$ cat src/rtl/tdc_pkg.sv
// -----------------------------------------------------------------------------
// tdc_pkg
// Shared types and defaults for the TDC launch/capture controller.
//   tdc_cap_state_e  : capture FSM state encoding
//   tdc_out_w()      : width needed to hold a tap count of 0..N
//   TDC_*_DEFAULT    : default tap count, sync depth and relax length
// -----------------------------------------------------------------------------
package tdc_pkg;

    localparam int TDC_N_DEFAULT     = 64;
    localparam int TDC_SYNC_DEFAULT  = 2;
    localparam int TDC_RELAX_DEFAULT = 4;

    typedef enum logic [2:0] {
        ST_IDLE   = 3'd0,
        ST_LAUNCH = 3'd1,
        ST_SYNC   = 3'd2,
        ST_HOLD   = 3'd3,
        ST_RELAX  = 3'd4
    } tdc_cap_state_e;

    // Width of a count that must represent every value from 0 up to n.
    function automatic int tdc_out_w(input int n);
        return $clog2(n + 1);
    endfunction

endpackage

$ cat src/rtl/tdc_capture_if.sv
// -----------------------------------------------------------------------------
// tdc_capture_if
// Result channel from the capture controller to the readout logic.
//   meas       : tap count (0..N)
//   meas_valid : meas/overflow/bubble_err are valid
//   meas_ready : consumer accepts the result
//   overflow   : every tap was set
//   bubble_err : sample was not a clean thermometer code
// Modports: master = controller side, slave = readout side.
// -----------------------------------------------------------------------------
interface tdc_capture_if
    import tdc_pkg::*;
#(
    parameter int OUT_W = tdc_out_w(TDC_N_DEFAULT)
);

    logic [OUT_W-1:0] meas;
    logic             meas_valid;
    logic             meas_ready;
    logic             overflow;
    logic             bubble_err;

    modport master (
        output meas,
        output meas_valid,
        output overflow,
        output bubble_err,
        input  meas_ready
    );

    modport slave (
        input  meas,
        input  meas_valid,
        input  overflow,
        input  bubble_err,
        output meas_ready
    );

endinterface

$ cat src/rtl/tdc_therm2bin.sv
// -----------------------------------------------------------------------------
// tdc_therm2bin
// Purely combinational thermometer-to-binary converter for a TDC sample.
//   code     (in,  N)     : synchronized tap sample
//   count    (out, OUT_W) : number of ones after optional inversion
//   overflow (out, 1)     : all N taps set
//   bubble   (out, 1)     : some tap i is 1 while tap i-1 is 0
// INVERT=1 treats the taps as active-low. Counting ones instead of locating
// the first zero keeps the count meaningful in the presence of bubbles.
// -----------------------------------------------------------------------------
module tdc_therm2bin
    import tdc_pkg::*;
#(
    parameter int N      = TDC_N_DEFAULT,
    parameter int OUT_W  = tdc_out_w(N),
    parameter int INVERT = 0
) (
    input  logic [N-1:0]     code,
    output logic [OUT_W-1:0] count,
    output logic             overflow,
    output logic             bubble
);

    logic [N-1:0]     taps_s;
    logic [OUT_W-1:0] pop_s;
    logic             bub_s;

    // Normalise polarity, then popcount at OUT_W and scan for bubbles.
    always_comb begin
        taps_s = (INVERT != 0) ? ~code : code;
        pop_s  = {OUT_W{1'b0}};
        bub_s  = 1'b0;
        for (int i = 0; i < N; i++) begin
            pop_s = pop_s + OUT_W'(taps_s[i]);
        end
        for (int i = 1; i < N; i++) begin
            bub_s = bub_s | (taps_s[i] & ~taps_s[i-1]);
        end
    end

    // Saturate at N and flag a fully overrun line.
    always_comb begin
        if (pop_s > OUT_W'(N)) begin
            count = OUT_W'(N);
        end else begin
            count = pop_s;
        end
        overflow = (pop_s == OUT_W'(N));
        bubble   = bub_s;
    end

endmodule

$ cat src/rtl/tdc_capture.sv
// -----------------------------------------------------------------------------
// tdc_capture
// Launch/capture controller sitting right after the TDC delay line.
//   clk, rst_n : system clock, asynchronous active-low reset
//   ena        : start is ignored while low (does not abort a measurement)
//   start      : measurement request, honoured only in IDLE
//   launch     : registered edge driven into the delay line
//   dl_out     : raw asynchronous thermometer taps
//   busy       : FSM is not in IDLE
//   res        : result channel (meas, overflow, bubble_err, valid/ready)
// Sequence: IDLE -> LAUNCH (1 cycle) -> SYNC (SYNC_STAGES cycles) -> HOLD
// (until accepted) -> RELAX (RELAX_CYC cycles, launch low so the line drains)
// -> IDLE. One measurement is in flight at a time.
// -----------------------------------------------------------------------------
module tdc_capture
    import tdc_pkg::*;
#(
    parameter int N           = TDC_N_DEFAULT,
    parameter int OUT_W       = tdc_out_w(N),
    parameter int SYNC_STAGES = TDC_SYNC_DEFAULT,
    parameter int RELAX_CYC   = TDC_RELAX_DEFAULT,
    parameter int INVERT      = 0
) (
    input  logic          clk,
    input  logic          rst_n,
    input  logic          ena,
    input  logic          start,
    output logic          launch,
    input  logic [N-1:0]  dl_out,
    output logic          busy,
    tdc_capture_if.master res
);

    localparam int SC_W = $clog2(SYNC_STAGES);
    localparam int RC_W = (RELAX_CYC > 1) ? $clog2(RELAX_CYC) : 1;

    tdc_cap_state_e   state_q, state_d;
    logic             launch_q, launch_d;
    logic             valid_q, valid_d;
    logic [OUT_W-1:0] meas_q, meas_d;
    logic             ovf_q, ovf_d;
    logic             bub_q, bub_d;
    logic             busy_q, busy_d;
    logic [SC_W-1:0]  sync_cnt_q, sync_cnt_d;
    logic [RC_W-1:0]  relax_cnt_q, relax_cnt_d;

    // Stage 0 is the capture flop that samples the asynchronous taps; the
    // remaining stages resolve metastability before encoding.
    logic [N-1:0]     sync_q [SYNC_STAGES];

    logic [OUT_W-1:0] enc_count_s;
    logic             enc_ovf_s;
    logic             enc_bub_s;

    // Capture and synchronizer chain on the delay-line taps.
    always_ff @(posedge clk or negedge rst_n) begin
        if (!rst_n) begin
            for (int i = 0; i < SYNC_STAGES; i++) begin
                sync_q[i] <= {N{1'b0}};
            end
        end else begin
            sync_q[0] <= dl_out;
            for (int i = 1; i < SYNC_STAGES; i++) begin
                sync_q[i] <= sync_q[i-1];
            end
        end
    end

    tdc_therm2bin #(
        .N      (N),
        .OUT_W  (OUT_W),
        .INVERT (INVERT)
    ) u_therm2bin (
        .code     (sync_q[SYNC_STAGES-1]),
        .count    (enc_count_s),
        .overflow (enc_ovf_s),
        .bubble   (enc_bub_s)
    );

    // State and output registers.
    always_ff @(posedge clk or negedge rst_n) begin
        if (!rst_n) begin
            state_q     <= ST_IDLE;
            launch_q    <= 1'b0;
            valid_q     <= 1'b0;
            meas_q      <= {OUT_W{1'b0}};
            ovf_q       <= 1'b0;
            bub_q       <= 1'b0;
            busy_q      <= 1'b0;
            sync_cnt_q  <= {SC_W{1'b0}};
            relax_cnt_q <= {RC_W{1'b0}};
        end else begin
            state_q     <= state_d;
            launch_q    <= launch_d;
            valid_q     <= valid_d;
            meas_q      <= meas_d;
            ovf_q       <= ovf_d;
            bub_q       <= bub_d;
            busy_q      <= busy_d;
            sync_cnt_q  <= sync_cnt_d;
            relax_cnt_q <= relax_cnt_d;
        end
    end

    // Next-state and next-output logic for the capture sequence.
    always_comb begin
        state_d     = state_q;
        launch_d    = launch_q;
        valid_d     = valid_q;
        meas_d      = meas_q;
        ovf_d       = ovf_q;
        bub_d       = bub_q;
        sync_cnt_d  = sync_cnt_q;
        relax_cnt_d = relax_cnt_q;

        case (state_q)
            ST_IDLE: begin
                if (start && ena) begin
                    state_d  = ST_LAUNCH;
                    launch_d = 1'b1;
                end else begin
                    launch_d = 1'b0;
                end
            end
            ST_LAUNCH: begin
                // This edge loads the capture flop; the counter then spans
                // the remaining stages plus the encode/register edge.
                state_d    = ST_SYNC;
                sync_cnt_d = SC_W'(SYNC_STAGES - 1);
            end
            ST_SYNC: begin
                if (sync_cnt_q == {SC_W{1'b0}}) begin
                    state_d  = ST_HOLD;
                    meas_d   = enc_count_s;
                    ovf_d    = enc_ovf_s;
                    bub_d    = enc_bub_s;
                    valid_d  = 1'b1;
                    launch_d = 1'b0;
                end else begin
                    sync_cnt_d = sync_cnt_q - SC_W'(1);
                end
            end
            ST_HOLD: begin
                // Result fields are left untouched so they stay stable, and
                // meas keeps its value after acceptance.
                if (valid_q && res.meas_ready) begin
                    valid_d     = 1'b0;
                    state_d     = ST_RELAX;
                    relax_cnt_d = RC_W'(RELAX_CYC - 1);
                end else begin
                    valid_d = valid_q;
                end
            end
            ST_RELAX: begin
                launch_d = 1'b0;
                if (relax_cnt_q == {RC_W{1'b0}}) begin
                    state_d = ST_IDLE;
                end else begin
                    relax_cnt_d = relax_cnt_q - RC_W'(1);
                end
            end
            default: begin
                state_d  = ST_IDLE;
                launch_d = 1'b0;
                valid_d  = 1'b0;
            end
        endcase

        busy_d = (state_d != ST_IDLE);
    end

    assign launch         = launch_q;
    assign busy           = busy_q;
    assign res.meas       = meas_q;
    assign res.meas_valid = valid_q;
    assign res.overflow   = ovf_q;
    assign res.bubble_err = bub_q;

endmodule

$ cat src/flat_wrapper.sv
// flat-port wrapper written by rule: the top's interface ports become plain ports
module tdc_capture_flat import tdc_pkg::*;
#(
    parameter int N           = TDC_N_DEFAULT,
    parameter int OUT_W       = tdc_out_w(N),
    parameter int SYNC_STAGES = TDC_SYNC_DEFAULT,
    parameter int RELAX_CYC   = TDC_RELAX_DEFAULT,
    parameter int INVERT      = 0
)
  (clk, rst_n, ena, start, launch, dl_out, busy, res_meas, res_meas_valid, res_overflow, res_bubble_err, res_meas_ready);
  tdc_capture_if #(.OUT_W(OUT_W)) res_i ();
  input  logic clk;
  input  logic rst_n;
  input  logic ena;
  input  logic start;
  output logic launch;
  input  logic [N-1:0] dl_out;
  output logic busy;
  output wire logic [$bits(res_i.meas)-1:0] res_meas;
  output wire logic [$bits(res_i.meas_valid)-1:0] res_meas_valid;
  output wire logic [$bits(res_i.overflow)-1:0] res_overflow;
  output wire logic [$bits(res_i.bubble_err)-1:0] res_bubble_err;
  input wire logic [$bits(res_i.meas_ready)-1:0] res_meas_ready;
  assign res_meas = res_i.meas;
  assign res_meas_valid = res_i.meas_valid;
  assign res_overflow = res_i.overflow;
  assign res_bubble_err = res_i.bubble_err;
  assign res_i.meas_ready = res_meas_ready;
  tdc_capture #(.N(N), .OUT_W(OUT_W), .SYNC_STAGES(SYNC_STAGES), .RELAX_CYC(RELAX_CYC), .INVERT(INVERT)) u_core (.clk(clk), .rst_n(rst_n), .ena(ena), .start(start), .launch(launch), .dl_out(dl_out), .busy(busy), .res(res_i));
endmodule
$ cat config.mk
export PLATFORM = sky130hd
export DESIGN_NAME = tdc_capture_flat
export DESIGN_NICKNAME = d
export VERILOG_FILES = /design/src/rtl/tdc_pkg.sv /design/src/rtl/tdc_capture_if.sv /design/src/rtl/tdc_therm2bin.sv /design/src/rtl/tdc_capture.sv /design/src/flat_wrapper.sv
export SDC_FILE = /design/constraint.sdc
export NUM_CORES = 1
export LEC_CHECK = 0
export CORE_MARGIN = 5
export CORE_UTILIZATION = 25
export CTS_CLUSTER_SIZE = 40
export DETAILED_ROUTE_END_ITERATION = 10
export GPL_ROUTABILITY_DRIVEN = 0
export SLEW_MARGIN = 20
export SYNTH_ARGS = -nofsm -noshare
export SYNTH_HDL_FRONTEND = slang
export SYNTH_SLANG_ARGS = --single-unit
export TNS_END_PERCENT = 5
$ cat constraint.sdc
create_clock -name clk -period 13.6 [get_ports clk]
set_input_delay 2.72 -clock clk [delete_from_list [all_inputs] [get_ports clk]]
set_output_delay 2.72 -clock clk [all_outputs]
set_load 0.01 [all_outputs]
==> qor.csv <==
metric,value,unit
setup-violations-final,0,
finClkSkew,7.75,ps
grt_start_max_net_pins,80,
ys_ff_latch,146,
cts_tree,built,
async_flop_share,100,%
final_cell_mix,"dfrtp_1, inv_1, clkdlybuf4s50_1",
synth-main-ff-cell,dfrtp_1,
finalSetupTns,0,ps
seq_area_frac_synth,60.2,%
viasPerCell,3.82,
top_level_ports,81,
cts_num_sinks,146,
synth.cell_area,0.00606,mm2
min_period_over_period,48.2,%
antenna_found_initial,0,
clkSlewWorstSetupHoldPaths,70,ps
drcViolationCount,0,
clk_path_buf_depth,2,
tritoncts.num_buffers,17,
synth_edf_count,0,
grt_pass1_wl,20.6,mm
final_nets,682,
cp.arrival,6820,ps
clk_latency,420,ps
critPathKind,reg -> reg,
crit_family,adder cells,
fill_cells,2447,
crit_fanout,3,
h-tree-depth,4,
dr.pass1.iters,4,
area_growth_syn_to_layout,29.1,%
crit_buf_inv,7,
finalHoldViolCount,0,
wl_per_cell,14.1,um
rsz0062_at_grt,no,
cpMostUsedCell,fa_1,
finalMaxSlewViolations,0,
cp.required,13860,ps
syn_nets,585,
maxSlewHeadroom,39.2,%
end_kind,register,
detail-route-antenna-nets,0,
final_common_cell,dfrtp_1,
grt_pass1_vias,3867,
cp_cell_sequence,fa_1 -> inv_1 -> fa_1 -> inv_1 -> fa_1 -> inv_1 -> fa_1 -> inv_1 -> fa_1 -> inv_1 -> fa_1 -> fa_1 -> fa_1 -> inv_1 -> ha_1 -> inv_1 -> fa_1 -> nand2b_1 -> a211oi_1 -> o21ai_0 -> a41oi_1 -> a211oi_1,
fmax,152,MHz
totalWireLength,12.4,mm
drv_cap,0,
hpwlAfterDp,9.77,mm
first_iter_violations,174,
holdPathStages,0,
cts_hold_buf,0,
status,"finished, final reports clean",
placeableCoreArea,0.0241,mm2
cts_resized,0,
diodes,0,
vias,3359,
drive_gt1_share,7.19,%
initial_core_util,25.2,%
gr-total-overflow,0,
period_minus_slack,6560,ps
rows,57,
hp-class,reg -> reg,
die_w,166,um
worst_setup_path_start_kind,register,
synth_cells,446,
die_area,0.0275,mm2
crit_path_max_incr_delay,540,ps
cp_num_cells,22,
synth_cell_types,40,
grt_usage,9.67,%
worstMarginPinSlew,912,ps
r2r_cells,22,
die_h,166,um
io_buffers,80,
avgSynthCellArea,13.6,um2
postCtsSetupRepairBufs,0,
yosys_warnings,0,
clock-root-buffer,clkbuf_16,
cpMaxStageDelayCell,fa_1,
## registers in the layout, indices dropped and copies added, names as in the netlist, 2 cells and up
signal              count
u_core.sync_q         128
u_core.res.meas         7
u_core.state_q          3
u_core.relax_cnt_q      2
## worst reg2reg max path, stage by stage (launching register included)
cell	delay [ps]
dfrtp_1	410
fa_1	540
inv_1	50
fa_1	540
inv_1	60
fa_1	530
inv_1	50
fa_1	500
inv_1	50
fa_1	530
inv_1	50
fa_1	480
fa_1	520
fa_1	480
inv_1	60
ha_1	170
inv_1	60
fa_1	380
nand2b_1	170
a211oi_1	230
o21ai_0	180
a41oi_1	290
a211oi_1	80
## synthesized netlist by cell type (2+ instances only)
| cell type | n | area, um2 |
|---|---|---|
| o22ai_1 | 3 | 18.8 |
| a211oi_1 | 2 | 15.0 |
| dfrtp_1 | 146 | 3650 |
| nor3_1 | 4 | 20.0 |
| fa_1 | 54 | 1080 |
| nand2_1 | 14 | 52.6 |
| nand3_1 | 2 | 10.0 |
| a221oi_1 | 2 | 17.5 |
| nor2_1 | 36 | 135 |
| o21ai_0 | 7 | 35.0 |
| o31ai_1 | 5 | 37.5 |
| nor4_1 | 5 | 31.3 |
| xnor2_1 | 2 | 17.5 |
| nand4_1 | 3 | 18.8 |
| inv_1 | 89 | 334 |
| ha_1 | 16 | 200 |
| a21oi_1 | 30 | 150 |
| clkbuf_1 | 2 | 7.51 |
| nor4b_1 | 2 | 17.5 |
| nand2b_1 | 2 | 12.5 |
## layout make-up
type | instances | area [um2] | share of cell area, %
well taps | 324 | 405 | 5.18
clock inverters | 15 | 140 | 1.79
inverters | 89 | 334 | 4.27
flip-flops and latches | 146 | 3650 | 46.7
multi-input cells | 208 | 2060 | 26.3
clock buffers | 17 | 425 | 5.43
repair buffers | 81 | 810 | 10.3
## stage by stage
step / std cells / hold slack (ps) / utilization, % / area [um2] / worst slack, ps
detailed placement: 848 / 335 / 30.1 / 7260 / 6980
floorplan: 446 / 331 / - / 6060 / 7300
CTS: 880 / 344 / 32.5 / 7830 / 6990
global placement: 848 / 334 / 30.1 / 7260 / 7070
global route: 880 / 341 / 32.5 / 7830 / 6620
finish: 880 / 343 / 32.5 / 7830 / 7040
## kinds of logic (layout without fill, tap and decap cells)
kind of cell / count (synthesis) / in the layout / synth area share (%)
multiplexers: 1 / 1 / 0.165
AND/OR/NAND/NOR: 76 / 76 / 6.15
AO/OA/AOI/OAI: 58 / 58 / 6.13
buffers and inverters: 92 / 202 / 5.76
XOR/XNOR: 3 / 3 / 0.433
adder cells (fa/ha/maj): 70 / 70 / 21.1
flip-flops: 146 / 146 / 60.2
## final timing paths
check,start,endpoint,slack (ps)
worst max-delay path,u_core.sync_q[53],u_core.res.meas[1],7040
worst min-delay path,u_core.sync_q[69],u_core.sync_q[5],340
worst max register to register,u_core.sync_q[53],u_core.res.meas[1],7040
worst min register to register,u_core.sync_q[69],u_core.sync_q[5],340
max in group asynchronous,rst_n,u_core.sync_q[6],9920
min in group asynchronous,rst_n,u_core.sync_q[68],2270
## per-layer routing
layer	vias to the layer above	track usage (%)	part of all wire [%]
li1	1591	-	-
met3	8	3.48	5.0
met1	1680	12.6	46
met4	0	2.62	0.79
met2	80	15.4	49
met5	-	0	0
Power is left out: the tool's default activity adds up to more than one toggle a clock period on the data nets, which glitch-free logic cannot reach.
